--- src/rtl/div_pkg.sv ---
// Shared constants and arithmetic helpers for the serial divisibility checker.
package div_pkg;

    localparam int unsigned DIVISOR_MAX = 255;
    localparam int unsigned NUM_CH_MAX  = 32;

    // Width needed to hold a remainder in 0..divisor-1.
    function automatic int unsigned rem_width(input int unsigned divisor);
        return (divisor <= 2) ? 1 : $clog2(divisor);
    endfunction

    // One MSB-first step: (2*base + bit) mod divisor, valid because base < divisor.
    function automatic logic [7:0] mod_step(input logic [7:0] base,
                                            input logic       bit_in,
                                            input logic [7:0] divisor);
        logic [8:0] t;
        t = {base, bit_in};
        if (t >= {1'b0, divisor}) begin
            t = t - {1'b0, divisor};
        end
        return t[7:0];
    endfunction

endpackage

--- src/rtl/div_chk_lane.sv ---
// One channel: running remainder, divisible flag, result strobe and, with
// DIV_CHK_LEN_CNT_EN defined, a saturating bit counter.
module div_chk_lane
    import div_pkg::*;
#(
    parameter int unsigned DIVISOR = 3,
`ifdef DIV_CHK_LEN_CNT_EN
    parameter int unsigned CNT_W   = 16,
`endif
    localparam int unsigned RW     = rem_width(DIVISOR)
) (
    input  logic             clk,
    input  logic             rst_n,
    input  logic             bit_in,
    input  logic             vld,
    input  logic             sof,
    output logic             divisible,
    output logic             result_vld,
`ifdef DIV_CHK_LEN_CNT_EN
    output logic [CNT_W-1:0] bit_cnt,
`endif
    output logic [RW-1:0]    remainder
);

    logic [RW-1:0] base;
    logic [RW-1:0] rem_next;

    always_comb begin
        base     = sof ? '0 : remainder;
        rem_next = RW'(mod_step(8'(base), bit_in, 8'(DIVISOR)));
    end

    // The remainder output doubles as the state register.
    always_ff @(posedge clk or negedge rst_n) begin
        if (!rst_n) begin
            remainder  <= '0;
            divisible  <= 1'b1;
            result_vld <= 1'b0;
        end else begin
            result_vld <= vld;
            if (vld) begin
                remainder <= rem_next;
                divisible <= (rem_next == '0);
            end
        end
    end

`ifdef DIV_CHK_LEN_CNT_EN
    always_ff @(posedge clk or negedge rst_n) begin
        if (!rst_n) begin
            bit_cnt <= '0;
        end else if (vld) begin
            if (sof) begin
                bit_cnt <= CNT_W'(1);
            end else if (bit_cnt != '1) begin
                bit_cnt <= bit_cnt + CNT_W'(1);
            end
        end
    end
`endif

endmodule

--- src/rtl/div_n_chk_mc.sv ---
// Multi-channel MSB-first divisibility checker; one lane per channel.
// Define DIV_CHK_LEN_CNT_EN to add the per-channel bit_cnt output.
module div_n_chk_mc
    import div_pkg::*;
#(
    parameter int unsigned DIVISOR = 3,
    parameter int unsigned NUM_CH  = 4,
    parameter int unsigned CNT_W   = 16,
    localparam int unsigned RW     = rem_width(DIVISOR)
) (
    input  logic                    clk,
    input  logic                    rst_n,
    input  logic [NUM_CH-1:0]       bitstream,
    input  logic [NUM_CH-1:0]       bitstream_vld,
    input  logic [NUM_CH-1:0]       bitstream_sof,
    output logic [NUM_CH-1:0]       divisible,
    output logic [NUM_CH-1:0]       result_vld,
`ifdef DIV_CHK_LEN_CNT_EN
    output logic [NUM_CH*CNT_W-1:0] bit_cnt,
`endif
    output logic [NUM_CH*RW-1:0]    remainder
);

    if (DIVISOR < 2 || DIVISOR > DIVISOR_MAX) begin : g_bad_divisor
        $fatal(1, "div_n_chk_mc: DIVISOR %0d outside 2..%0d", DIVISOR, DIVISOR_MAX);
    end
    if (NUM_CH < 1 || NUM_CH > NUM_CH_MAX) begin : g_bad_num_ch
        $fatal(1, "div_n_chk_mc: NUM_CH %0d outside 1..%0d", NUM_CH, NUM_CH_MAX);
    end
    if (CNT_W < 1) begin : g_bad_cnt_w
        $fatal(1, "div_n_chk_mc: CNT_W must be at least 1");
    end

    for (genvar c = 0; c < NUM_CH; c++) begin : g_lane
        div_chk_lane #(
`ifdef DIV_CHK_LEN_CNT_EN
            .CNT_W     (CNT_W),
`endif
            .DIVISOR   (DIVISOR)
        ) u_lane (
            .clk       (clk),
            .rst_n     (rst_n),
            .bit_in    (bitstream[c]),
            .vld       (bitstream_vld[c]),
            .sof       (bitstream_sof[c]),
            .divisible (divisible[c]),
            .result_vld(result_vld[c]),
`ifdef DIV_CHK_LEN_CNT_EN
            .bit_cnt   (bit_cnt[c*CNT_W +: CNT_W]),
`endif
            .remainder (remainder[c*RW +: RW])
        );
    end

endmodule

--- config.mk ---
export PLATFORM = sky130hd
export DESIGN_NAME = div_n_chk_mc
export DESIGN_NICKNAME = d
export VERILOG_FILES = /design/src/rtl/div_pkg.sv /design/src/rtl/div_chk_lane.sv /design/src/rtl/div_n_chk_mc.sv
export SDC_FILE = /design/constraint.sdc
export NUM_CORES = 1
export LEC_CHECK = 0
export CAP_MARGIN = 25
export CORE_MARGIN = 2
export CORE_UTILIZATION = 48
export DETAILED_ROUTE_END_ITERATION = 7
export GPL_ROUTABILITY_DRIVEN = 0
export PLACE_DENSITY = 0.83
export SLEW_MARGIN = 20
export SYNTH_ARGS = -nofsm -noshare
export SYNTH_HDL_FRONTEND = slang
export SYNTH_SLANG_ARGS = --single-unit
--- constraint.sdc ---
create_clock -name clk -period 3.2 [get_ports clk]
set_input_delay 0.48 -clock clk [delete_from_list [all_inputs] [get_ports clk]]
set_output_delay 0.48 -clock clk [all_outputs]
set_load 0.02 [all_outputs]
# Word level (Yosys, flattened, before mapping)
# Index checks and enable logic that the tools add are counted.
[word_totals]
regBits = 16
wordCells = 32
[op_classes]
addsub = 4
magnitude_cmp = 4
mux = 8
reduce_logical = 4
[ops]
columns = ["operator", "count"]
rows = [
  ["2-bit 2-to-1 mux", 8],
  ["3-bit by 2-bit >= comparator with 1-bit output, second input constant", 4],
  ["2-bit zero test", 4],
  ["2-bit subtractor, second input constant", 4],
]

# Logic depth before layout (Yosys ltp)
# Gate-level depths: netlist of the first run.
[logic_depth]
ltp_word = 4
depth_mapped = 5
ltp_nobuf = 5

# Cells and area by module
# From an unflattened synthesis of the first run, not the netlist that was laid out.
[unflattened]
hier_cells = 88
hier_area_um2 = 925.9
[by_module_without_submodules]
columns = ["mod", "n_inst", "cells_per_inst", "area_per_inst_um2"]
rows = [
  ["div_chk_lane", 4, 22, 231.5],
]

# Worst setup path after synthesis of the first run
# Ideal clock, no wire load.
[synth_path]
kind = "register to register"
startpoint = "register g_lane[0].u_lane.remainder[0]"
endpoint = "register g_lane[0].u_lane.divisible"
arrival_time_ps = 1375
t_required_ps = 3123
path_slack_ps = 1748
path_stages_with_launch = 5
n_path_buf = 0
cell_sequence = "dfrtp_1 > nor2b_1 > ha_1 > a211o_1 > a31oi_1"
[synth_via]
elab_chain_len = 4
word_cells_on_any_way = 5
[synth_lines]
columns = ["element", "line", "source"]
rows = [
  ["start: declaration", "div_chk_lane.sv:22", "output logic [RW-1:0] remainder"],
  ["start signal: assignment", "div_chk_lane.sv:42", "remainder <= rem_next;"],
  ["2-bit 2-to-1 mux *", "div_chk_lane.sv:29", "base = sof ? '0 : remainder;"],
  ["3-bit by 2-bit >= comparator with 1-bit output or 2-bit subtractor (tied branches)", "div_pkg.sv:18, div_pkg.sv:19", ""],
  ["2-bit 2-to-1 mux *", "div_pkg.sv:18", "if (t >= {1'b0, divisor}) begin"],
  ["2-bit zero test *", "div_chk_lane.sv:43", "divisible <= (rem_next == '0);"],
  ["end signal: assignment", "div_chk_lane.sv:43", ""],
  ["end: declaration", "div_chk_lane.sv:17", "output logic divisible,"],
]
# Mark *: on every way between the ends. The rest lies on a longest branch, timed or not.
# A chain may end at the register's enable or synchronous reset.

# Final worst setup path of the first run
[layout_path]
startpoint = "register g_lane[0].u_lane.divisible"
endpoint = "output port divisible[0]"
[layout_rtl]
columns = ["element", "line", "source"]
rows = [
  ["end: declaration", "div_n_chk_mc.sv:16", "output logic [NUM_CH-1:0] divisible,"],
]
# No word-level cell between the ends.

==> impl_metrics.csv, run 1 <==
group,metric,value,unit
final_layout,num-nets-final,142,
place,numPortBuffers,29,
setup_path,max_stage_delay,600,ps
global_routing,grt-ovfl-total,0,
run,cap_violations,0,
route,drt_iter0_drc,25,
floorplan,floorplan.initialDensity,52.6,%
global_routing,grt_pass1_wl,3210,um
setup_path,reg2reg_slack,1760,ps
place,placed_cells,144,
clock_tree,cts-resized-gates,0,
power_and_ir_drop,p_seq_share,45.2,%
setup_path,path_buf_inv,1,
timing,finalClockSkew,7.25,ps
route,vias_per_cell,5.42,
clock_tree,cts_htree_levels,1,
power_and_ir_drop,netSwitchingFraction,32.5,%
route,drc,0,
setup_path,worst_path_max_delay_cell,"clkdlybuf4s50_1",
setup_path,end_kind,"output port",
power_and_ir_drop,p_leak,0.509,nW
timing,rsz0062_at_grt,"false",
final_layout,post-route-util,68.8,%
timing,setup_viol,0,
synth,synthFlopType,"dfrtp_1",
synth,synthArstFlopShare,100,%
worst_hold_path,hp-class,"reg -> reg",
timing,worstMarginPinSlew,696,ps
global_routing,grt_max_degree,17,
timing,fin_crit_sh,59.3,%
setup_path,r2r_start,"g_lane[0].u_lane.remainder[0]",
power_and_ir_drop,power.switching,0.186,mW
synth,netlist_area,938,um^2
timing,hold_viol_final,0,
final_layout,multi_input_area,447,um^2
setup_path,path_max_fanout,2,
timing,slew_violations,0,
power_and_ir_drop,p_clk_share,18.9,%
synth,seq_area_frac_synth,43.2,%
clock_tree,post_cts_buffers,0,
timing,max_freq,527,MHz
power_and_ir_drop,power-per-cell-area,468,nW/um^2
route,dr_wl_met2,917,um
route,wl_met1,843,um
clock_tree,cts-root-buf,"clkbuf_4",
route,top_layer,"met4",
route,wl_met3,98,um
place,dp_hpwl,1480,um
synth,synth-seq-cells,16,
synth,synth_edf_count,0,
final_layout,drive_above_1_share,7.32,%
floorplan,dieHeight,48.2,um
route,wl_per_cell,12.9,um
setup_path,path_cells,"clkdlybuf4s50_1",
run_status,status,"completed",
route,ant_nets,0,
final_layout,regArea,405,um^2
route,vias,802,
final_layout,nFillCells,150,
setup_path,crit_family,"buffers and inverters",
final_layout,n_antenna_cell,0,
route,firstDrtPassIters,4,
floorplan,fp.dieArea,2320,um^2
clock_tree,clk_path_buf_depth,2,
power_and_ir_drop,ir_drop,0.305,mV
setup_path,crit_type,"reg -> out",
timing,setup_tns,0,ps
route,wl,1910,um
synth,synth_cell_type_count,24,
setup_path,start_kind,"flop",
floorplan,pin_count,30,
place,dpl_cell_area,1200,um^2
power_and_ir_drop,internal_power,0.387,mW
synth,syn_inst,98,
global_routing,antenna_found_initial,0,
worst_hold_path,hold_path_end,"g_lane[2].u_lane.divisible",
clock_tree,cts_tree,"done",
final_layout,fin_area,1230,um^2
setup_path,crit_required,2720,ps
global_routing,grt_pass1_vias,789,
clock_tree,numClockSinks,16,
final_layout,final_cells,148,
synth,avgSynthCellArea,9.58,um^2
setup_path,r2r-end,"g_lane[0].u_lane.divisible",
final_layout,syn_to_final_growth,30.7,%
floorplan,coreArea,1780,um^2
clock_tree,clock_latency,280,ps
power_and_ir_drop,p_comb_share,35.9,%
worst_hold_path,hold_path_depth,2,
synth,synthesis.nets,116,
floorplan,num_rows,15,
synth,ys_warn_count,0,
setup_path,worst_r2r_path_depth,4,
clock_tree,clkTransAtPathRegs,90,ps
setup_path,cp.arrival,1420,ps
worst_hold_path,worstHoldStart,"g_lane[2].u_lane.divisible",
timing,slew_headroom,53.4,%
clock_tree,postCtsHoldBufs,0,
floorplan,die_x,48.2,um
timing,finalCriticalPeriod,1900,ps
clock_tree,numCtsBuffers,3,
global_routing,grt_usage,20.2,%
how the worst max path moves through the flow:
stage                                        from                    endpoint  slack, ps  cells after the start
floorplan           g_lane[0].u_lane.remainder[0]  g_lane[0].u_lane.divisible       1750                      4
global placement                 bitstream_sof[0]  g_lane[0].u_lane.divisible       1320                      5
detailed placement               bitstream_sof[0]  g_lane[0].u_lane.divisible       1290                      5
CTS                    g_lane[3].u_lane.divisible                divisible[3]       1290                      1
global route           g_lane[0].u_lane.divisible                divisible[0]       1240                      1
finish                 g_lane[0].u_lane.divisible                divisible[0]       1300                      1
cell usage after synthesis, types with 2 or more instances:
library cell,instances,area [um^2]
a21oi_1,2,10.0
a31o_1,2,17.5
a31oi_1,5,31.3
buf_4,8,60.1
dfrtp_1,12,300
dfstp_2,4,105
ha_1,4,50.1
inv_1,7,26.3
mux2i_1,2,20.0
nand2b_1,3,18.8
nand3_1,3,15.0
nor2_1,11,41.3
nor2b_1,9,56.3
o211ai_1,3,22.5
o21ai_0,8,40.0
o21ai_1,5,25.0
o21ba_1,2,20.0
o2bb2ai_1,2,17.5
cells in the final DEF, fill, tap and decap left out:
cell,instances
clkdlybuf4s50_1,29
dfrtp_1,12
nor2_1,11
nor2b_1,9
o21ai_0,8
inv_1,7
a31oi_1,5
o21ai_1,5
ha_1,4
dfstp_2,4
nand3_1,3
nand2b_1,3
o211ai_1,3
clkbuf_4,3
o21ba_1,2
a21oi_1,2
a31o_1,2
mux2i_1,2
o2bb2ai_1,2
o21bai_4,1
a22o_1,1
o21ba_2,1
a211o_1,1
nand4_1,1
o31a_1,1
clkbuf_1,1
worst register-to-register path, delay by kind of cell (launching register included):
kind | cells | cell delay [ps]
DFF | 1 | 440
and+or+nand+nor | 1 | 170
AOI/OAI and AO/OA | 2 | 440
adders and majority gates | 1 | 330
registers in the layout (all words and copies together) (netlist names):
name / count
g_lane.u_lane.result_vld: 4
g_lane.u_lane.divisible: 4
g_lane.u_lane.remainder: 8
area by class of cell:
cell class,instances,share of cell area (%)
flip-flops and latches,16,33.1
multi-input cells,67,36.4
inverters,7,2.14
clock buffers,4,2.14
repair buffers,29,23.7
well taps,25,2.55
stage by stage:
stage               setup slack (ps)  total power [mW]  hold slack (ps)
global placement                1320             0.463              481
detailed placement              1290             0.470              478
global route                    1240             0.612              517
finish                          1300             0.574              492
CTS                             1290             0.580              492
floorplan                       1750             0.385              184
cells by family after synthesis:
logic type / after synthesis / synth area share (%)
flops: 16 / 43.2
fa+ha+maj: 4 / 5.33
buf+inv: 15 / 9.20
compound gates: 34 / 25.5
mux: 2 / 2.13
simple gates: 27 / 14.7
per-layer routing:
layer	track usage (%)	up-vias
met3	3.70	6
met5	0	-
li1	-	392
met1	22.6	377
met2	35.5	27
met4	11.4	0
power by group through the flow:
stage                     sequential, mW  combinational, mW  clock [mW]
final                              0.259              0.206       0.108
after floorplan                    0.280              0.106           0
after CTS                          0.260              0.207       0.113
after global placement             0.261              0.201           0
after global routing               0.265              0.226       0.121
after detailed placement           0.263              0.206           0
Power figures use the tool's default switching activity.
==> inputs of run 2 (changes only) <==
--- a/config.mk
+++ b/config.mk
@@ -7,10 +7,10 @@
 export LEC_CHECK = 0
 export CAP_MARGIN = 25
 export CORE_MARGIN = 2
-export CORE_UTILIZATION = 48
+export CORE_UTILIZATION = 40
 export DETAILED_ROUTE_END_ITERATION = 7
 export GPL_ROUTABILITY_DRIVEN = 0
-export PLACE_DENSITY = 0.83
+export PLACE_DENSITY = 0.73
 export SLEW_MARGIN = 20
 export SYNTH_ARGS = -nofsm -noshare
 export SYNTH_HDL_FRONTEND = slang
==> constraint.sdc (replaced) <==
create_clock -name clk -period 1.5 [get_ports clk]
set_input_delay 0.225 -clock clk [delete_from_list [all_inputs] [get_ports clk]]
set_output_delay 0.225 -clock clk [all_outputs]
set_load 0.02 [all_outputs]
==> run 2 against run 1 <==
  * Flip-flop and latch count is the same
  * Die area grew 18%
  * First-iteration DRC count shrank 60%
  * Register-to-register slack lost 1700 ps
  * Sequential power grew 110%
  * Critical path type unchanged
  * Largest cell class unchanged
  * Highest routed layer unchanged
==> impl_metrics.csv, run 2 (same netlist as run 1, synthesis figures left out) <==
group,metric,value,unit
power_and_ir_drop,p_total,1.28,mW
timing,setup_ws,64.7,ps
clock_tree,cts_tree,"done",
power_and_ir_drop,power-per-cell-area,962,nW/um^2
global_routing,grt_max_degree,17,
clock_tree,clk_path_buf_depth,2,
run_status,status,"completed",
final_layout,syn_to_final_growth,41.9,%
setup_path,path_cells,"clkdlybuf4s50_1",
setup_path,crit_type,"reg -> out",
worst_hold_path,hp-class,"in -> async",
route,wl,2020,um
timing,fin_hold_ws,246,ps
route,drt_iter0_drc,10,
global_routing,grt_usage,18.5,%
setup_path,cp.arrival,1210,ps
setup_path,path_buf_inv,1,
timing,max_freq,697,MHz
global_routing,antenna_found_initial,0,
final_layout,regMostFlops,"g_lane.u_lane.remainder",
global_routing,grt_pass1_vias,839,
timing,rsz0062_at_grt,"false",
final_layout,post-route-util,60.2,%
final_layout,layout_common_cells,"16 x clkdlybuf4s50_1, 13 x buf_4, 12 x dfrtp_1, 11 x nor2_1, 11 x dlygate4sd2_1",
setup_path,start_kind,"flop",
setup_path,crit_family,"buffers and inverters",
global_routing,grt-ovfl-total,0,
global_routing,grt_pass1_wl,3710,um
floorplan,num_rows,17,
floorplan,fp.dieArea,2750,um^2
timing,slew_headroom,82.8,%
place,numPortBuffers,29,
run,cap_violations,0,
route,drc,0,
floorplan,coreArea,2210,um^2
timing,worstMarginPinSlew,257,ps
setup_path,path_max_fanout,1,
clock_tree,cts-root-buf,"clkbuf_4",
floorplan,pin_count,30,
clock_tree,numCtsBuffers,3,
power_and_ir_drop,ir_drop,0.584,mV
timing,fin_crit_sh,95.7,%
setup_path,worst_path_max_delay_cell,"clkdlybuf4s50_1",
setup_path,crit_required,1270,ps
final_layout,num-nets-final,155,
power_and_ir_drop,p_leak,0.622,nW
clock_tree,numClockSinks,16,
final_layout,final_cells,164,
timing,hold_viol_final,0,
route,ant_nets,0,
clock_tree,postCtsHoldBufs,0,
final_layout,layout_commonest_cell,"clkdlybuf4s50_1",
final_layout,largest_reg_flops,8,
clock_tree,post_cts_buffers,0,
route,vias_per_cell,5.05,
final_layout,largestRegisters,"g_lane.u_lane.remainder x8, g_lane.u_lane.divisible x4, g_lane.u_lane.result_vld x4",
timing,setup_viol,0,
final_layout,n_antenna_cell,0,
place,place_ws,-134,ps
place,dp_hpwl,1590,um
clock_tree,clkTransAtPathRegs,90,ps
setup_path,end_kind,"output port",
clock_tree,cts_htree_levels,1,
timing,slew_violations,0,
setup_path,reg2reg_slack,90,ps
floorplan,die_x,52.4,um
clock_tree,clock_latency,290,ps
route,vias,828,
place,placed_cells,160,
timing,finalClockSkew,2.96,ps
timing,finalCriticalPeriod,1440,ps
route,wl_per_cell,12.3,um
floorplan,floorplan.initialDensity,42.4,%
floorplan,dieHeight,52.4,um
final_layout,drive_above_1_share,17.6,%
setup_path,max_stage_delay,590,ps
route,firstDrtPassIters,4,
==> run 2: timing repair <==
action | 4_1_cts | 5_1_grt
pin swaps | 0 | 1
endpoints found under the setup margin | 11 | 3
gates resized for setup | 11 | 4
==> run 2: final cells by class <==
cell class | instances | area, um^2
sequential | 16 | 405
multi-input combinational | 67 | 449
timing repair buffer | 42 | 379
fill | 198 | 881
clock buffer | 4 | 36.3
inverter | 7 | 26.3
tap | 28 | 35.0
==> run 2: per-stage QoR <==
| stage | area, um^2 | TNS, ps |
|---|---|---|
| final | 1330 | 0 |
| after global routing | 1330 | 0 |
| after CTS | 1320 | 0 |
| after detailed placement | 1300 | -439 |
| after global placement | 1300 | -181 |
| after floorplan | 938 | 0 |
==> run 2: where the power goes <==
group | switching, mW | leakage, nW | internal (mW)
logic | 0.234 | 0.414 | 0.221
clock network | 0.135 | 0.0210 | 0.148
registers | 0.0426 | 0.188 | 0.500
total | 0.412 | 0.622 | 0.869
==> run 2: final timing paths <==
check	cells past startpoint	startpoint	to
worst min register to register	2	g_lane[3].u_lane.divisible	g_lane[3].u_lane.divisible
max in group asynchronous	2	rst_n	g_lane[0].u_lane.divisible
min in group clk	2	g_lane[3].u_lane.divisible	g_lane[3].u_lane.divisible
worst max-delay path	1	g_lane[1].u_lane.result_vld	result_vld[1]
worst min-delay path	2	rst_n	g_lane[0].u_lane.remainder[1]
worst max register to register	4	g_lane[0].u_lane.remainder[0]	g_lane[0].u_lane.divisible
==> run 2: worst register-to-register path, cell delays in order (launching register included) <==
cell and delay (ps):
dfrtp_1 410, nor2b_1 150, ha_1 320, a211o_1 280
a31oi_1 180
==> run 2: layer usage <==
layer | track usage [%] | share of wire (%)
met1 | 21.5 | 43
met2 | 32.1 | 50
met3 | 6.29 | 6.5
met5 | 0 | 0
met4 | 5.13 | 0.94
